### src/rtl/muu_resp_pkg.sv
// rtl/muu_resp_pkg.sv - shared states, wire-format field offsets and error codes for the response parser
package muu_resp_pkg;

  typedef enum logic [1:0] {
    S_HDR   = 2'd0,
    S_INFO  = 2'd1,
    S_VALUE = 2'd2,
    S_DROP  = 2'd3
  } state_t;

  localparam logic [15:0] MAGIC = 16'hFFFF;

  localparam int NWORDS_W = 10;

  localparam int W0_MAGIC_LSB  = 0;
  localparam int W0_CODE_B_LSB = 16;
  localparam int W0_CODE_A_LSB = 24;
  localparam int W0_NWORDS_LSB = 32;

  localparam int W1_PTR_LSB = 0;
  localparam int W1_LEN_LSB = 32;

  localparam logic [1:0] ERR_NONE  = 2'd0;
  localparam logic [1:0] ERR_MAGIC = 2'd1;
  localparam logic [1:0] ERR_SHORT = 2'd2;
  localparam logic [1:0] ERR_LONG  = 2'd3;

  localparam int HDR_FIXED_W = 8 + 8 + 8 + NWORDS_W + 32 + 16;

endpackage

### src/rtl/muu_out_reg512.sv
// rtl/muu_out_reg512.sv - single-entry valid/ready output register; data held stable while stalled
module muu_out_reg512 #(
  parameter int WIDTH = 512
) (
  input  logic             clk,
  input  logic             rst,
  input  logic [WIDTH-1:0] in_data,
  input  logic             in_valid,
  output logic             in_ready,
  output logic [WIDTH-1:0] out_data,
  output logic             out_valid,
  input  logic             out_ready
);

  logic             r_valid;
  logic [WIDTH-1:0] r_data;

  assign in_ready  = !r_valid || out_ready;
  assign out_valid = r_valid;
  assign out_data  = r_data;

  always_ff @(posedge clk) begin
    if (rst) begin
      r_valid <= 1'b0;
      r_data  <= '0;
    end else if (in_valid && in_ready) begin
      r_valid <= 1'b1;
      r_data  <= in_data;
    end else if (out_ready) begin
      r_valid <= 1'b0;
    end
  end

endmodule

### src/rtl/muu_resp_parse512.sv
// rtl/muu_resp_parse512.sv - splits a response stream into header and value streams with error pulses
// Optional counters stat_pkts/stat_errs when MUU_RESP_PARSE_STATS_EN is defined.
module muu_resp_parse512
  import muu_resp_pkg::*;
#(
  parameter int MEMORY_WIDTH    = 512,
  parameter int META_WIDTH      = 96,
  parameter int MAX_VALUE_WORDS = 1023
) (
  input  logic                               clk,
  input  logic                               rst,
  input  logic [META_WIDTH+MEMORY_WIDTH-1:0] in_data,
  input  logic [7:0]                         in_user,
  input  logic                               in_valid,
  input  logic                               in_last,
  output logic                               in_ready,
  output logic [HDR_FIXED_W+META_WIDTH-1:0]  hdr_data,
  output logic                               hdr_valid,
  input  logic                               hdr_ready,
  output logic [MEMORY_WIDTH-1:0]            val_data,
  output logic                               val_valid,
  output logic                               val_last,
  input  logic                               val_ready,
  output logic                               err_valid,
  output logic [1:0]                         err_code
`ifdef MUU_RESP_PARSE_STATS_EN
  ,
  output logic [31:0]                        stat_pkts,
  output logic [31:0]                        stat_errs
`endif
);

  localparam int HDR_W  = HDR_FIXED_W + META_WIDTH;
  localparam int LP_MAX = MAX_VALUE_WORDS;

  state_t r_state;
  state_t w_state_nxt;

  logic [7:0]            r_user;
  logic [7:0]            r_code_a;
  logic [7:0]            r_code_b;
  logic [NWORDS_W-1:0]   r_nwords;
  logic [META_WIDTH-1:0] r_meta;
  logic [NWORDS_W-1:0]   r_remaining;
  logic                  r_err_valid;
  logic [1:0]            r_err_code;

  logic [MEMORY_WIDTH-1:0] w_word;
  logic [META_WIDTH-1:0]   w_meta;
  logic [15:0]             w_magic;
  logic [7:0]              w_code_a;
  logic [7:0]              w_code_b;
  logic [NWORDS_W-1:0]     w_nwords;
  logic [31:0]             w_ptr;
  logic [15:0]             w_len;
  logic                    w_nwords_bad;
  logic                    w_hdr_ok;
  logic                    w_accept;
  logic                    w_hdr_rdy;
  logic                    w_val_rdy;

  logic             w_hdr_load;
  logic [HDR_W-1:0] w_hdr_din;
  logic             w_val_load;
  logic             w_val_last;
  logic             w_err_fire;
  logic [1:0]       w_err_code;

  assign w_word   = in_data[MEMORY_WIDTH-1:0];
  assign w_meta   = in_data[MEMORY_WIDTH +: META_WIDTH];
  assign w_magic  = w_word[W0_MAGIC_LSB +: 16];
  assign w_code_b = w_word[W0_CODE_B_LSB +: 8];
  assign w_code_a = w_word[W0_CODE_A_LSB +: 8];
  assign w_nwords = w_word[W0_NWORDS_LSB +: NWORDS_W];
  assign w_ptr    = w_word[W1_PTR_LSB +: 32];
  assign w_len    = w_word[W1_LEN_LSB +: 16];

  // An oversized count is indistinguishable from a corrupt header, so it shares the magic error.
  assign w_nwords_bad = (32'(w_nwords) > LP_MAX);
  assign w_hdr_ok     = (w_magic == MAGIC) && !w_nwords_bad;
  assign w_accept     = in_valid && in_ready;

  always_comb begin
    in_ready = 1'b0;
    if (!rst) begin
      case (r_state)
        S_HDR, S_INFO: in_ready = w_hdr_rdy;
        S_VALUE:       in_ready = w_val_rdy;
        default:       in_ready = 1'b1;
      endcase
    end
  end

  always_ff @(posedge clk) begin
    if (rst) r_state <= S_HDR;
    else     r_state <= w_state_nxt;
  end

  always_comb begin
    w_state_nxt = r_state;
    if (w_accept) begin
      case (r_state)
        S_HDR: begin
          if (!w_hdr_ok)     w_state_nxt = in_last ? S_HDR : S_DROP;
          else if (!in_last) w_state_nxt = S_INFO;
        end
        S_INFO: begin
          if (in_last)              w_state_nxt = S_HDR;
          else if (r_nwords == '0)  w_state_nxt = S_DROP;
          else                      w_state_nxt = S_VALUE;
        end
        S_VALUE: begin
          if (in_last)                       w_state_nxt = S_HDR;
          else if (r_remaining == 10'd1)     w_state_nxt = S_DROP;
        end
        default: begin
          if (in_last) w_state_nxt = S_HDR;
        end
      endcase
    end
  end

  always_comb begin
    w_hdr_load = 1'b0;
    w_hdr_din  = {r_user, r_code_a, r_code_b, r_nwords, w_ptr, w_len, r_meta};
    w_val_load = 1'b0;
    w_val_last = 1'b0;
    w_err_fire = 1'b0;
    w_err_code = ERR_NONE;
    if (w_accept) begin
      case (r_state)
        S_HDR: begin
          if (!w_hdr_ok) begin
            w_err_fire = 1'b1;
            w_err_code = ERR_MAGIC;
          end else if (in_last) begin
            w_hdr_load = 1'b1;
            w_hdr_din  = {in_user, w_code_a, w_code_b, {NWORDS_W{1'b0}}, 32'd0, 16'd0, w_meta};
          end
        end
        S_INFO: begin
          w_hdr_load = 1'b1;
          if (in_last && r_nwords != '0) begin
            w_err_fire = 1'b1;
            w_err_code = ERR_SHORT;
          end else if (!in_last && r_nwords == '0) begin
            w_err_fire = 1'b1;
            w_err_code = ERR_LONG;
          end
        end
        S_VALUE: begin
          w_val_load = 1'b1;
          w_val_last = in_last || (r_remaining == 10'd1);
          if (in_last && r_remaining != 10'd1) begin
            w_err_fire = 1'b1;
            w_err_code = ERR_SHORT;
          end else if (!in_last && r_remaining == 10'd1) begin
            w_err_fire = 1'b1;
            w_err_code = ERR_LONG;
          end
        end
        default: ;
      endcase
    end
  end

  always_ff @(posedge clk) begin
    if (rst) begin
      r_user      <= '0;
      r_code_a    <= '0;
      r_code_b    <= '0;
      r_nwords    <= '0;
      r_meta      <= '0;
      r_remaining <= '0;
      r_err_valid <= 1'b0;
      r_err_code  <= ERR_NONE;
    end else begin
      r_err_valid <= w_err_fire;
      if (w_err_fire) r_err_code <= w_err_code;
      if (r_state == S_HDR && w_accept && w_hdr_ok) begin
        r_user   <= in_user;
        r_code_a <= w_code_a;
        r_code_b <= w_code_b;
        r_nwords <= w_nwords;
        r_meta   <= w_meta;
      end
      if (r_state == S_INFO && w_accept) r_remaining <= r_nwords;
      else if (w_val_load)               r_remaining <= r_remaining - 10'd1;
    end
  end

  assign err_valid = r_err_valid;
  assign err_code  = r_err_code;

  muu_out_reg512 #(.WIDTH(HDR_W)) u_hdr_reg (
    .clk       (clk),
    .rst       (rst),
    .in_data   (w_hdr_din),
    .in_valid  (w_hdr_load),
    .in_ready  (w_hdr_rdy),
    .out_data  (hdr_data),
    .out_valid (hdr_valid),
    .out_ready (hdr_ready)
  );

  muu_out_reg512 #(.WIDTH(MEMORY_WIDTH + 1)) u_val_reg (
    .clk       (clk),
    .rst       (rst),
    .in_data   ({w_val_last, w_word}),
    .in_valid  (w_val_load),
    .in_ready  (w_val_rdy),
    .out_data  ({val_last, val_data}),
    .out_valid (val_valid),
    .out_ready (val_ready)
  );

`ifdef MUU_RESP_PARSE_STATS_EN
  logic [31:0] r_stat_pkts;
  logic [31:0] r_stat_errs;

  always_ff @(posedge clk) begin
    if (rst) begin
      r_stat_pkts <= '0;
      r_stat_errs <= '0;
    end else begin
      if (w_hdr_load) r_stat_pkts <= r_stat_pkts + 32'd1;
      if (w_err_fire) r_stat_errs <= r_stat_errs + 32'd1;
    end
  end

  assign stat_pkts = r_stat_pkts;
  assign stat_errs = r_stat_errs;
`endif

endmodule

### config.mk
export PLATFORM = sky130hd
export DESIGN_NAME = muu_resp_parse512
export DESIGN_NICKNAME = d
export VERILOG_FILES = /design/src/rtl/muu_resp_pkg.sv /design/src/rtl/muu_out_reg512.sv /design/src/rtl/muu_resp_parse512.sv
export SDC_FILE = /design/constraint.sdc
export NUM_CORES = 2
export LEC_CHECK = 0
export BUFFER_PORTS_ARGS = -buffer_cell sky130_fd_sc_hd__buf_2
export CORE_AREA = 2 2 513 515
export DETAILED_ROUTE_END_ITERATION = 8
export DIE_AREA = 0 0 515 517
export PLACE_DENSITY_LB_ADDON = 0.25
export SYNTH_ARGS = -nofsm -noshare
export SYNTH_HDL_FRONTEND = slang
export SYNTH_SLANG_ARGS = --single-unit
### constraint.sdc
create_clock -name clk -period 2.8 [get_ports clk]
set_input_delay 0.28 -clock clk [delete_from_list [all_inputs] [get_ports clk]]
set_output_delay 0.28 -clock clk [all_outputs]
set_load 0.005 [all_outputs]
==> results.sh <==
export IMPL_synth_enable_flop_cells=0
export IMPL_critPathMaxFanout=5
export IMPL_ys_async_sr_fraction_pct=0
export IMPL_endpoint_kind="output port"
export IMPL_arrival_ns=2.32
export IMPL_hold_viol=0
export IMPL_die_area_um2=266300
export IMPL_startpoint="r_state[1]"
export IMPL_final_core_util_pct=19.62
export IMPL_maxCapViolations=0
export IMPL_layout_nets=6254
export IMPL_die_w_um=515
export IMPL_synth_warnings=0
export IMPL_firstDrtPassIters=5
export IMPL_antenna_found_initial=22
export IMPL_drive_above_1_share_pct=28.76
export IMPL_final_setup_skew_ns=0.05327
export IMPL_syn_area_um2=29960
export IMPL_grt_overflow=0
export IMPL_leakage_nw=20.53
export IMPL_syn_avg_cell_area_um2=8.007
export IMPL_switching_share_pct=27.61
export IMPL_synth_cell_types=39
export IMPL_layout_worst_path_cycle_share_pct=92.99
export IMPL_r2r_cells=7
export IMPL_remaining_drc_errors=0
export IMPL_io_pins=1319
export IMPL_hpwlAfterDp_um=159900
export IMPL_grt_max_degree=161
export IMPL_cp_start_kind="register"
export IMPL_crit_top_cell="buf_6"
export IMPL_fp_dieH_um=517
export IMPL_rsz0062_at_grt="no"
export IMPL_core_area_um2=261100
export IMPL_critPathCapture="in_ready"
export IMPL_worstPathCellList="inv_1, ha_1, or2_4, a221oi_4, buf_6, nor2_1, buf_6"
export IMPL_antenna_left=0
export IMPL_cp_depth=7
export IMPL_r2r_end="err_code[0]"
export IMPL_slowest_delay_ns=0.37
export IMPL_rows=188
export IMPL_start_util_pct=11.48
export IMPL_avgViaCountPerCell=3.727
export IMPL_cts_buffers=107
export IMPL_p_per_area_nw_per_um2=602.0
export IMPL_cts_root_buffer="clkbuf_16"
export IMPL_fin_crit_ns=2.604
export IMPL_synth_seq_cells=838
export IMPL_outcome="complete, no violations"
export IMPL_drt_iter0_markers=1857
export IMPL_grt_pass1_vias=33640
export IMPL_clock_path_buffers=3
export IMPL_wl_um=203300
export IMPL_r2r_start="r_nwords[3]"
export IMPL_synthCells=3742
export IMPL_grt_pass1_wl_um=271300
export IMPL_critical_path_class="register to output port"
export IMPL_internal_power_w=0.02233
export IMPL_synthFlopType="dfxtp_1"
export IMPL_cts_sinks=838
export IMPL_clk_pin_slew_ns=0.06
export IMPL_finalSetupViolCount=0
export IMPL_clkPwrFrac_pct=46.8
export IMPL_worstSkewPairLatency_ns=0.76
export IMPL_slew_headroom_pct=37.10
export IMPL_combinationalPowerShare_pct=12.7
export IMPL_reg2reg_slack_ns=0.21
export IMPL_tightest_slew_ns=0.9436
export IMPL_cts_tree="built"
export IMPL_cpMaxStageDelayCell="dfxtp_4"
export IMPL_htree_levels=3
export IMPL_portBuffers=1318
export IMPL_crit_family="buffers and inverters"
export IMPL_wl_per_cell_um=22.25
export IMPL_area_growth_pct=71.00
export IMPL_hp_class="input pin to register"
export IMPL_synth_seq_area_share_pct=55.99
export IMPL_syn_num_nets=4375
export IMPL_seqPwrFrac_pct=40.5
export IMPL_fmax_ghz=0.3841
export IMPL_gp_congestion=0.8940
export IMPL_tns_ns=0
export IMPL_num_vias=34060
export IMPL_critPathBufInv=3
export IMPL_grt_use_total_pct=14.38
export IMPL_slew_violations=0
export IMPL_vdd_drop_max_mv=0.4842
export IMPL_cp_required_ns=2.52
export IMPL_switching_power_w=0.008515
==> worst min-delay path: cells and delay by family <==
family	cells	cell delay, ns
buf+inv	2	0.65
simple gates	1	0.04
compound gates	1	0.05
==> cells by family after synthesis <==
| family | count (synthesis) | synth area share [%] |
|---|---|---|
| AO/OA/AOI/OAI | 870 | 16.60 |
| adder cells (fa/ha/maj) | 11 | 0.4593 |
| buffers and inverters | 431 | 5.620 |
| flip-flops | 838 | 55.99 |
| multiplexers | 3 | 0.1002 |
| AND/OR/NAND/NOR | 1589 | 21.23 |
==> state kept, by name, indices dropped and copies added (netlist names) <==
name	cells
u_val_reg.out_data	513
u_hdr_reg.out_data	178
r_meta	96
r_nwords	10
r_remaining	10
r_code_a	8
r_code_b	8
r_user	8
err_code	2
r_state	2
err_valid	1
u_hdr_reg.out_valid	1
u_val_reg.out_valid	1
==> metrics by stage <==
stage          setup WS [ns]  total power (W)  hold slack, ns  instances  instance area, um^2
3_3_place_gp         0.07771          0.01590          0.4384       8310                41320
5_1_grt              0.05071          0.03224          0.2422       9135                51230
2_1_floorplan         0.4343          0.01389          0.4055       3742                29960
4_1_cts             0.007850          0.03147          0.1798       9124                51180
6_report              0.1964          0.03084          0.3009       9137                51240
3_5_place_dp         0.09603          0.01591          0.4430       8310                41320
==> repair_timing <==
action                                 CTS  global route
pin swaps                                1             1
resized for setup                        6             5
endpoints found under the hold margin  818             0
setup endpoints to repair                1             1
buffers inserted                         1             1
cloned                                   0             0
hold buffers                           620             0
==> area by class of cell <==
type	instances	area, um^2
fill	29340	209900
sequential	838	16780
timing repair buffer	2072	14430
multi-input combinational	2473	11600
tap	3420	4279
clock buffer	161	3202
inverter	129	484.2
clock inverter	32	426.7
antenna	12	30.03
==> synthesized netlist by cell type, drive strengths merged (11+ instances only) <==
cell / n / area share (%)
ha: 11 / 0.46
clkbuf: 237 / 3.0
o21ai: 13 / 0.22
inv: 129 / 1.6
a22o: 61 / 1.8
o211ai: 120 / 3.0
buf: 65 / 1.0
nand3: 244 / 4.1
nor2: 15 / 0.19
dfxtp: 838 / 56
a21oi: 655 / 11
nand2: 1297 / 16
==> worst min-delay path by stage <==
stage | start | to | slack (ns) | cells past startpoint
CTS | in_data[404] | u_val_reg.out_data[404] | 0.18 | 4
floorplan | in_data[36] | u_hdr_reg.out_data[100] | 0.41 | 1
finish | in_data[490] | u_val_reg.out_data[490] | 0.30 | 4
detailed placement | u_val_reg.out_data[149] | u_val_reg.out_data[149] | 0.44 | 2
global placement | u_val_reg.out_data[510] | u_val_reg.out_data[510] | 0.44 | 2
global route | in_user[5] | u_hdr_reg.out_data[175] | 0.24 | 4
==> cells in the final DEF, fill, tap and decap left out, drive strengths merged, types with 5 or more instances in the layout <==
| cell type | count |
|---|---|
| clkbuf | 161 |
| a21oi | 655 |
| clkinv | 19 |
| ha | 11 |
| nand3 | 244 |
| nor2 | 15 |
| dlygate4sd3 | 620 |
| nand2 | 1297 |
| diode | 12 |
| inv | 133 |
| a32o | 5 |
| dfxtp | 838 |
| bufinv | 5 |
| o21ai | 13 |
| buf | 1452 |
| a22o | 61 |
| o211ai | 120 |
==> metal layers <==
metal	vias up	GRT usage [%]	share of wire, %
li1	16130	-	-
met1	16390	17.75	43
met2	1310	21.46	42
met3	222	7.269	12
met4	8	4.659	3.1
met5	-	0.5407	0.11
==> power by group through the flow <==
stage | combinational (W) | sequential, W | clock (W)
after detailed placement | 0.00316 | 0.0127 | 0
after global placement | 0.00316 | 0.0127 | 0
after CTS | 0.00395 | 0.0125 | 0.0150
final | 0.00391 | 0.0125 | 0.0144
after floorplan | 0.00116 | 0.0127 | 0
after global routing | 0.00422 | 0.0125 | 0.0155
(Power assumes the default switching activity.)
